### src/rtl/decode_stage.sv
// Registered MIPS decode stage: valid/ready in and out, load-use and HI/LO interlocks, flush.
// Optional feature macro ILLEGAL_TRAP_EN adds an illegal bundle bit and a sticky trap output.
module decode_stage #(
    parameter int PC_W        = 32,
    parameter int MULT_CYCLES = 4,
    parameter int LINK_REG    = 31
) (
    input  logic            clk,
    input  logic            reset,
    input  logic            in_valid,
    output logic            in_ready,
    input  logic [31:0]     instr,
    input  logic [PC_W-1:0] in_pc,
    input  logic            flush,
    output logic            out_valid,
    input  logic            out_ready,
    output logic [PC_W-1:0] out_pc,
    output logic [31:0]     out_instr,
    output logic            regwrite,
    output logic            memtoreg,
    output logic            memwrite,
    output logic            alusrcbimm,
    output logic            orimm,
    output logic            lui,
    output logic            dojump,
    output logic            link,
    output logic            isbeq,
    output logic            isbltz,
    output logic [4:0]      destreg,
    output logic [2:0]      alucontrol
`ifdef ILLEGAL_TRAP_EN
    ,
    output logic            illegal,
    output logic            trap
`endif
);
    typedef struct packed {
        logic       regwrite, memtoreg, memwrite, alusrcbimm, orimm;
        logic       lui, dojump, link, isbeq, isbltz;
        logic [4:0] destreg;
        logic [2:0] alucontrol;
    } ctrl_t;

    localparam logic [5:0] F_ADDU = 6'b100001, F_SUBU = 6'b100011, F_AND  = 6'b100100,
                           F_OR   = 6'b100101, F_SLTU = 6'b101011, F_MULTU = 6'b011001,
                           F_MFHI = 6'b010000, F_MFLO = 6'b010010;
    localparam logic [2:0] ALU_MULTU = 3'b011;
    localparam logic [4:0] LINK      = 5'(LINK_REG);
    localparam logic [3:0] MCNT_LOAD = 4'(MULT_CYCLES);

    logic [5:0] opcode, funct;
    logic [4:0] rs, rt, rd;
    assign opcode = instr[31:26];
    assign rs     = instr[25:21];
    assign rt     = instr[20:16];
    assign rd     = instr[15:11];
    assign funct  = instr[5:0];

    ctrl_t dec;
    logic  uses_rs, uses_rt, is_hilo;

    // NOTE: every output gets a default first, so no path through the cases can infer a latch.
    always_comb begin
        dec     = '0;
        uses_rs = 1'b0;
        uses_rt = 1'b0;
        is_hilo = 1'b0;
        case (opcode)
            6'b000000: begin
                uses_rs = (funct != F_MFHI) && (funct != F_MFLO);
                case (funct)
                    F_ADDU:  dec.alucontrol = 3'b010;
                    F_SUBU:  dec.alucontrol = 3'b110;
                    F_AND:   dec.alucontrol = 3'b000;
                    F_OR:    dec.alucontrol = 3'b001;
                    F_SLTU:  dec.alucontrol = 3'b111;
                    F_MULTU: dec.alucontrol = ALU_MULTU;
                    F_MFHI:  dec.alucontrol = 3'b100;
                    F_MFLO:  dec.alucontrol = 3'b101;
                    default: ;
                endcase
                case (funct)
                    F_ADDU, F_SUBU, F_AND, F_OR, F_SLTU: begin
                        dec.regwrite = 1'b1;
                        dec.destreg  = rd;
                        uses_rt      = 1'b1;
                    end
                    F_MULTU: begin
                        uses_rt = 1'b1;
                        is_hilo = 1'b1;
                    end
                    F_MFHI, F_MFLO: begin
                        dec.regwrite = 1'b1;
                        dec.destreg  = rd;
                        is_hilo      = 1'b1;
                    end
                    default: ;
                endcase
            end
            6'b100011: begin
                dec.alucontrol = 3'b010; dec.regwrite = 1'b1; dec.memtoreg = 1'b1;
                dec.alusrcbimm = 1'b1;   dec.destreg  = rt;   uses_rs      = 1'b1;
            end
            6'b101011: begin
                dec.alucontrol = 3'b010; dec.memwrite = 1'b1; dec.alusrcbimm = 1'b1;
                uses_rs = 1'b1;          uses_rt = 1'b1;
            end
            6'b000100: begin
                dec.alucontrol = 3'b110; dec.isbeq = 1'b1; uses_rs = 1'b1; uses_rt = 1'b1;
            end
            6'b000001: begin
                dec.alucontrol = 3'b111; dec.isbltz = 1'b1; uses_rs = 1'b1;
            end
            6'b001001: begin
                dec.alucontrol = 3'b010; dec.regwrite = 1'b1; dec.alusrcbimm = 1'b1;
                dec.destreg    = rt;     uses_rs      = 1'b1;
            end
            6'b001101: begin
                dec.alucontrol = 3'b001; dec.regwrite = 1'b1; dec.alusrcbimm = 1'b1;
                dec.orimm      = 1'b1;   dec.destreg  = rt;   uses_rs        = 1'b1;
            end
            6'b001111: begin
                dec.alucontrol = 3'b001; dec.regwrite = 1'b1; dec.alusrcbimm = 1'b1;
                dec.lui        = 1'b1;   dec.destreg  = rt;
            end
            6'b000010: dec.dojump = 1'b1;
            6'b000011: begin
                dec.dojump = 1'b1; dec.link = 1'b1; dec.regwrite = 1'b1; dec.destreg = LINK;
            end
            default: ;
        endcase
    end

    logic            valid_q, valid_d;
    ctrl_t           ctrl_q, ctrl_d;
    logic [PC_W-1:0] pc_q, pc_d;
    logic [31:0]     instr_q, instr_d;
    logic [3:0]      mcnt_q, mcnt_d;
    logic            blocked, load_use, mult_haz, hazard, accept, issue;

    // A held load only stalls consumers of its destination; $0 is never a real dependency.
    assign load_use = valid_q && ctrl_q.memtoreg && ctrl_q.regwrite && (ctrl_q.destreg != 5'd0) &&
                      ((uses_rs && rs == ctrl_q.destreg) || (uses_rt && rt == ctrl_q.destreg));
    assign mult_haz = is_hilo && ((mcnt_q != 4'd0) || (valid_q && ctrl_q.alucontrol == ALU_MULTU));
    assign hazard   = load_use || mult_haz;
    assign in_ready = !flush && !hazard && !blocked && (!valid_q || out_ready);
    assign accept   = in_valid && in_ready;
    assign issue    = valid_q && out_ready && !flush;

    always_comb begin
        valid_d = valid_q;
        ctrl_d  = ctrl_q;
        pc_d    = pc_q;
        instr_d = instr_q;
        mcnt_d  = mcnt_q;
        if (accept) begin
            valid_d = 1'b1;
            ctrl_d  = dec;
            pc_d    = in_pc;
            instr_d = instr;
        end else if (issue || flush) begin
            valid_d = 1'b0;
        end
        // Flush leaves the counter alone: a multu already in execute keeps occupying HI/LO.
        if (issue && ctrl_q.alucontrol == ALU_MULTU) begin
            mcnt_d = MCNT_LOAD;
        end else if (mcnt_q != 4'd0) begin
            mcnt_d = mcnt_q - 4'd1;
        end
    end

    // NOTE: state registers use non-blocking assignments so every flop samples pre-edge values.
    always_ff @(posedge clk or posedge reset) begin
        if (reset) begin
            valid_q <= 1'b0;
            ctrl_q  <= '0;
            pc_q    <= '0;
            instr_q <= '0;
            mcnt_q  <= '0;
        end else begin
            valid_q <= valid_d;
            ctrl_q  <= ctrl_d;
            pc_q    <= pc_d;
            instr_q <= instr_d;
            mcnt_q  <= mcnt_d;
        end
    end

`ifdef ILLEGAL_TRAP_EN
    logic illegal_q, illegal_d, trap_q, trap_d;

    // Every legal encoding sets at least one bundle field, so an all-zero decode is unknown.
    assign illegal_d = accept ? (dec == '0) : illegal_q;
    assign trap_d    = trap_q || (issue && illegal_q);

    always_ff @(posedge clk or posedge reset) begin
        if (reset) begin
            illegal_q <= 1'b0;
            trap_q    <= 1'b0;
        end else begin
            illegal_q <= illegal_d;
            trap_q    <= trap_d;
        end
    end

    assign illegal = illegal_q;
    assign trap    = trap_q;
    assign blocked = trap_q;
`else
    assign blocked = 1'b0;
`endif

    assign out_valid  = valid_q;
    assign out_pc     = pc_q;
    assign out_instr  = instr_q;
    assign regwrite   = ctrl_q.regwrite;
    assign memtoreg   = ctrl_q.memtoreg;
    assign memwrite   = ctrl_q.memwrite;
    assign alusrcbimm = ctrl_q.alusrcbimm;
    assign orimm      = ctrl_q.orimm;
    assign lui        = ctrl_q.lui;
    assign dojump     = ctrl_q.dojump;
    assign link       = ctrl_q.link;
    assign isbeq      = ctrl_q.isbeq;
    assign isbltz     = ctrl_q.isbltz;
    assign destreg    = ctrl_q.destreg;
    assign alucontrol = ctrl_q.alucontrol;
endmodule

### config.mk
export PLATFORM = sky130hd
export DESIGN_NAME = decode_stage
export DESIGN_NICKNAME = d
export VERILOG_FILES = /design/src/rtl/decode_stage.sv
export SDC_FILE = /design/constraint.sdc
export NUM_CORES = 1
export LEC_CHECK = 0
export CORE_MARGIN = 5
export CORE_UTILIZATION = 33
export DETAILED_ROUTE_END_ITERATION = 10
export GPL_TIMING_DRIVEN = 1
export SLEW_MARGIN = 20
export SYNTH_ARGS = -nofsm -noshare
export SYNTH_HDL_FRONTEND = slang
export SYNTH_SLANG_ARGS = --single-unit
### constraint.sdc
create_clock -name clk -period 3.4 [get_ports clk]
set_input_delay 0.85 -clock clk [delete_from_list [all_inputs] [get_ports clk]]
set_output_delay 0.85 -clock clk [all_outputs]
set_load 0.02 [all_outputs]
==> summary.txt <==
Logic synthesis
  – Syn Inst Count: just over 300
  – Synth top area share: 49.89%
  – Mapped Nets: 379
  – Post-Synth XOR/XNOR Area: 2.208%
  – Register area share after synthesis: about half
  – Main combinational cell family by area after synthesis: multiplexers
  – Distinct cells, synth: 51
  – Largest area contributor in the netlist: dfrtp_1
  – Synth warnings: 0
  – Compound-Gate Fraction of Synth Area: under 10%
  – Top FF cell, synth: dfrtp_1
  – Synth area leaders: dfrtp_1 50%, mux2_4 26%, buf_12 3.2%
  – Adder-cell share of the synthesized area: 0.2867%
  – Count leader, synth: dfrtp_1
  – Post-Syn Area: 4364 um2
  – Synth async-reset ratio: 100.0%
  – Post-synthesis mux area share: 27.47%
  – EDFF count, synth: 0
  – Syn_area_per_cell: 14.12 um2
  – Post-synthesis simple-gate area fraction: 8.372%
  – Synthesis-stage register bit count: 87
  – Most frequent cells after synthesis: 87 x dfrtp_1, 75 x mux2_4, 12 x inv_1, 11 x nor2_1, 8 x nor3_1

Routing
  – # DRC: 0
  – Drt pass-1 iters: 4
  – 1st-iter DRT viols: about 160
  – Wirelength, routed: about 11000 um
  – Via count: 3240
  – DR WL/cell: ~17 um
  – Met2 WL: about 5400 um
  – Routed wire length on met3: 673 um
  – Top sig layer: met4
  – M1 WL: between 5000 and 6000 um
  – Routed vias/inst: 4.702
  – Post-route ant nets: 0

CTS
  – CTS tree: yes
  – Reg clk slew, reported paths: approximately 0.070 ns
  – Clock sinks: 87
  – Clk buf depth: 2
  – Clock Latency Late Sink: between 0.3 and 0.4 ns
  – CTS buffer count: 9
  – CTS HTree Levels: 3
  – CTS Root Buffer Type: clkbuf_16

Power
  – Worst vdd ir: 0.1976 mV
  – Sw Share: between 20% and 30%
  – Int Power: 2.505 mW
  – Comb power frac: a little under a third
  – Clock power frac: between 30% and 40%
  – Pwr/cell area: 511.7 nW/um2
  – Sw Pwr: 0.9730 mW
  – Sequential share of power: 37.5%
  – Static Leak: 3.132 nW
  – Total power: 3.478 mW

Placed design
  – Dpl cell area: 6390 um2
  – Number of buffers added on ports: around 150
  – Placer Congestion: 0.7771
  – Final HPWL DP: 8394 um
  – Placed Cells: 673

Critical path
  – Worst Setup End Kind: output port
  – CP arrival: 2.48 ns
  – Crit path kind: in -> out
  – CP max FO: 3
  – CP Launch Type: input pin
  – Worst endpoint required time: approximately 2.6 ns

Timing
  – Slew HR: 67.87%
  – Final hold vios: 0
  – Final worst path period share: approximately 100%
  – Layout Skew: 0.006055 ns
  – Final Slew Violations: 0
  – Tmin final: about 3.3 ns
  – Setup violators final: 0
  – Fmax achieved: 299.9 MHz
  – Worst Tran Pin Value: 0.4810 ns

Floorplanning
  – Die width: 125 um
  – Die ar.: ~16000 um2
  – Die Height: 125 um
  – Core footprint: 13090 um2
  – # rows: 42
  – Initial Util: 33.35%
  – Total I/O pin count: 153

GRT
  – Number of global-route vias before repair: 3596
  – Tot GR Track Use: 14.79%
  – Grt total ovfl: 0
  – Largest net degree at the start of global routing: 52
  – First-pass GRT wire length: 18880 um
  – Initial antenna violation count: 0

Finish
  – # diodes: 0
  – Non-Filler Instances: 689
  – Post-route cell area: roughly 6800 um2
  – Nets: 579
  – Area Overhead vs Synth: 55.73%
  – Layout cell share with drive strength beyond 1: between 30% and 40%

Min path
  – Min-Delay Path Class: reg -> reg

Run status
  – Status: finished, final reports clean

Flow run
  – Max-cap violations: 0
-- per-stage QoR --
| stage | TNS [ns] | utilization (%) | setup slack, ns | hold slack (ns) |
|---|---|---|---|---|
| 2_1_floorplan | 0 | - | 0.2998 | 0.4941 |
| 3_3_place_gp | -0.5117 | 48.83 | -0.5117 | 0.4896 |
| 3_5_place_dp | -0.5332 | 48.83 | -0.5332 | 0.4910 |
| 4_1_cts | 0 | 51.60 | 0.01262 | 0.5092 |
| 5_1_grt | -0.001839 | 51.94 | -0.001839 | 0.5229 |
| 6_report | 0 | 51.94 | 0.06522 | 0.5048 |
-- cells in the final DEF, fill, tap and decap left out, drive strengths merged, types with 3 or more instances in the layout --
cell           synthesis  routed
nand2                  7       7
nor2                  11      11
clkdlybuf4s50          0     148
nand4                  5       5
nand2b                 3       3
inv                   12      13
xnor2                  7       7
nor3                   8       8
xor2                   4       4
a221o                  5       5
buf                   12      54
dfrtp                 87      87
dlymetal6s2s           0       3
a211oi                 3       3
nor2b                  5       5
a21oi                  7       7
nor3b                  3       3
or3b                   4       4
mux2                  77      77
clkbuf                 4      11
nand3                  4       4
a31oi                  6       6
o211ai                 3       3
mux2i                  5       5
-- worst paths after layout --
kind	startpoint	to	slack, ns	depth (start not counted)
worst max-delay path	instr[4]	in_ready	0.07	7
worst min-delay path	out_pc[27]	out_pc[27]	0.50	1
worst max register to register	destreg[0]	out_pc[9]	0.69	10
worst min register to register	out_pc[27]	out_pc[27]	0.50	1
max in group asynchronous	reset	out_instr[0]	1.85	3
min in group asynchronous	reset	out_pc[14]	0.90	2
-- layer usage --
layer	global-route usage [%]	up-vias
met4	4.592	0
met2	24.49	102
li1	-	1524
met3	4.094	11
met1	18.89	1603
met5	0	-
-- power by group through the flow --
| stage | Clock [mW] | Sequential [mW] | Combinational, mW |
|---|---|---|---|
| CTS | 1.14 | 1.31 | 1.08 |
| global route | 1.17 | 1.33 | 1.15 |
| finish | 1.10 | 1.30 | 1.07 |
| global placement | 0 | 1.32 | 1.06 |
| floorplan | 0 | 1.49 | 0.404 |
| detailed placement | 0 | 1.32 | 1.07 |
-- sequential cells by signal, summed over array words and instances, names as in the netlist, 3 cells and up --
signal,count
out_instr,32
out_pc,32
mcnt_q,4
destreg,5
alucontrol,3
-- final cells by class --
| type | instances | area, um2 |
|---|---|---|
| inverters | 12 | 47.55 |
| flip-flops and latches | 87 | 2177 |
| fillers | 1130 | 6289 |
| clock inverters | 4 | 76.32 |
| multi-input cells | 194 | 2019 |
| repair buffers | 205 | 2003 |
| clock buffers | 11 | 252.7 |
| well taps | 176 | 220.2 |
-- critical path, cell delays in order --
cell and delay [ns]:
clkdlybuf4s50_1 0.47, or3b_4 0.41, o21bai_1 0.18, o31ai_2 0.23
a21oi_2 0.06, and2_4 0.15, buf_6 0.13
-- kinds of logic (layout without fill, tap and decap cells) --
family                     Yosys count  in the layout
and+or+nand+nor                     63             63
xor gates and xnor gates            11             11
buffers and inverters               28            232
muxes                               82             82
adders and majority gates            1              1
AOI/OAI and AO/OA                   37             37
DFF                                 87             87
-- timing repair --
| item | CTS | global route |
|---|---|---|
| resized for setup | 12 | 11 |
| buffers inserted | 1 | 0 |
| pin swaps | 3 | 4 |
| hold buffers | 0 | 0 |
| setup endpoints to repair | 1 | 1 |
(Power assumes the default switching activity.)
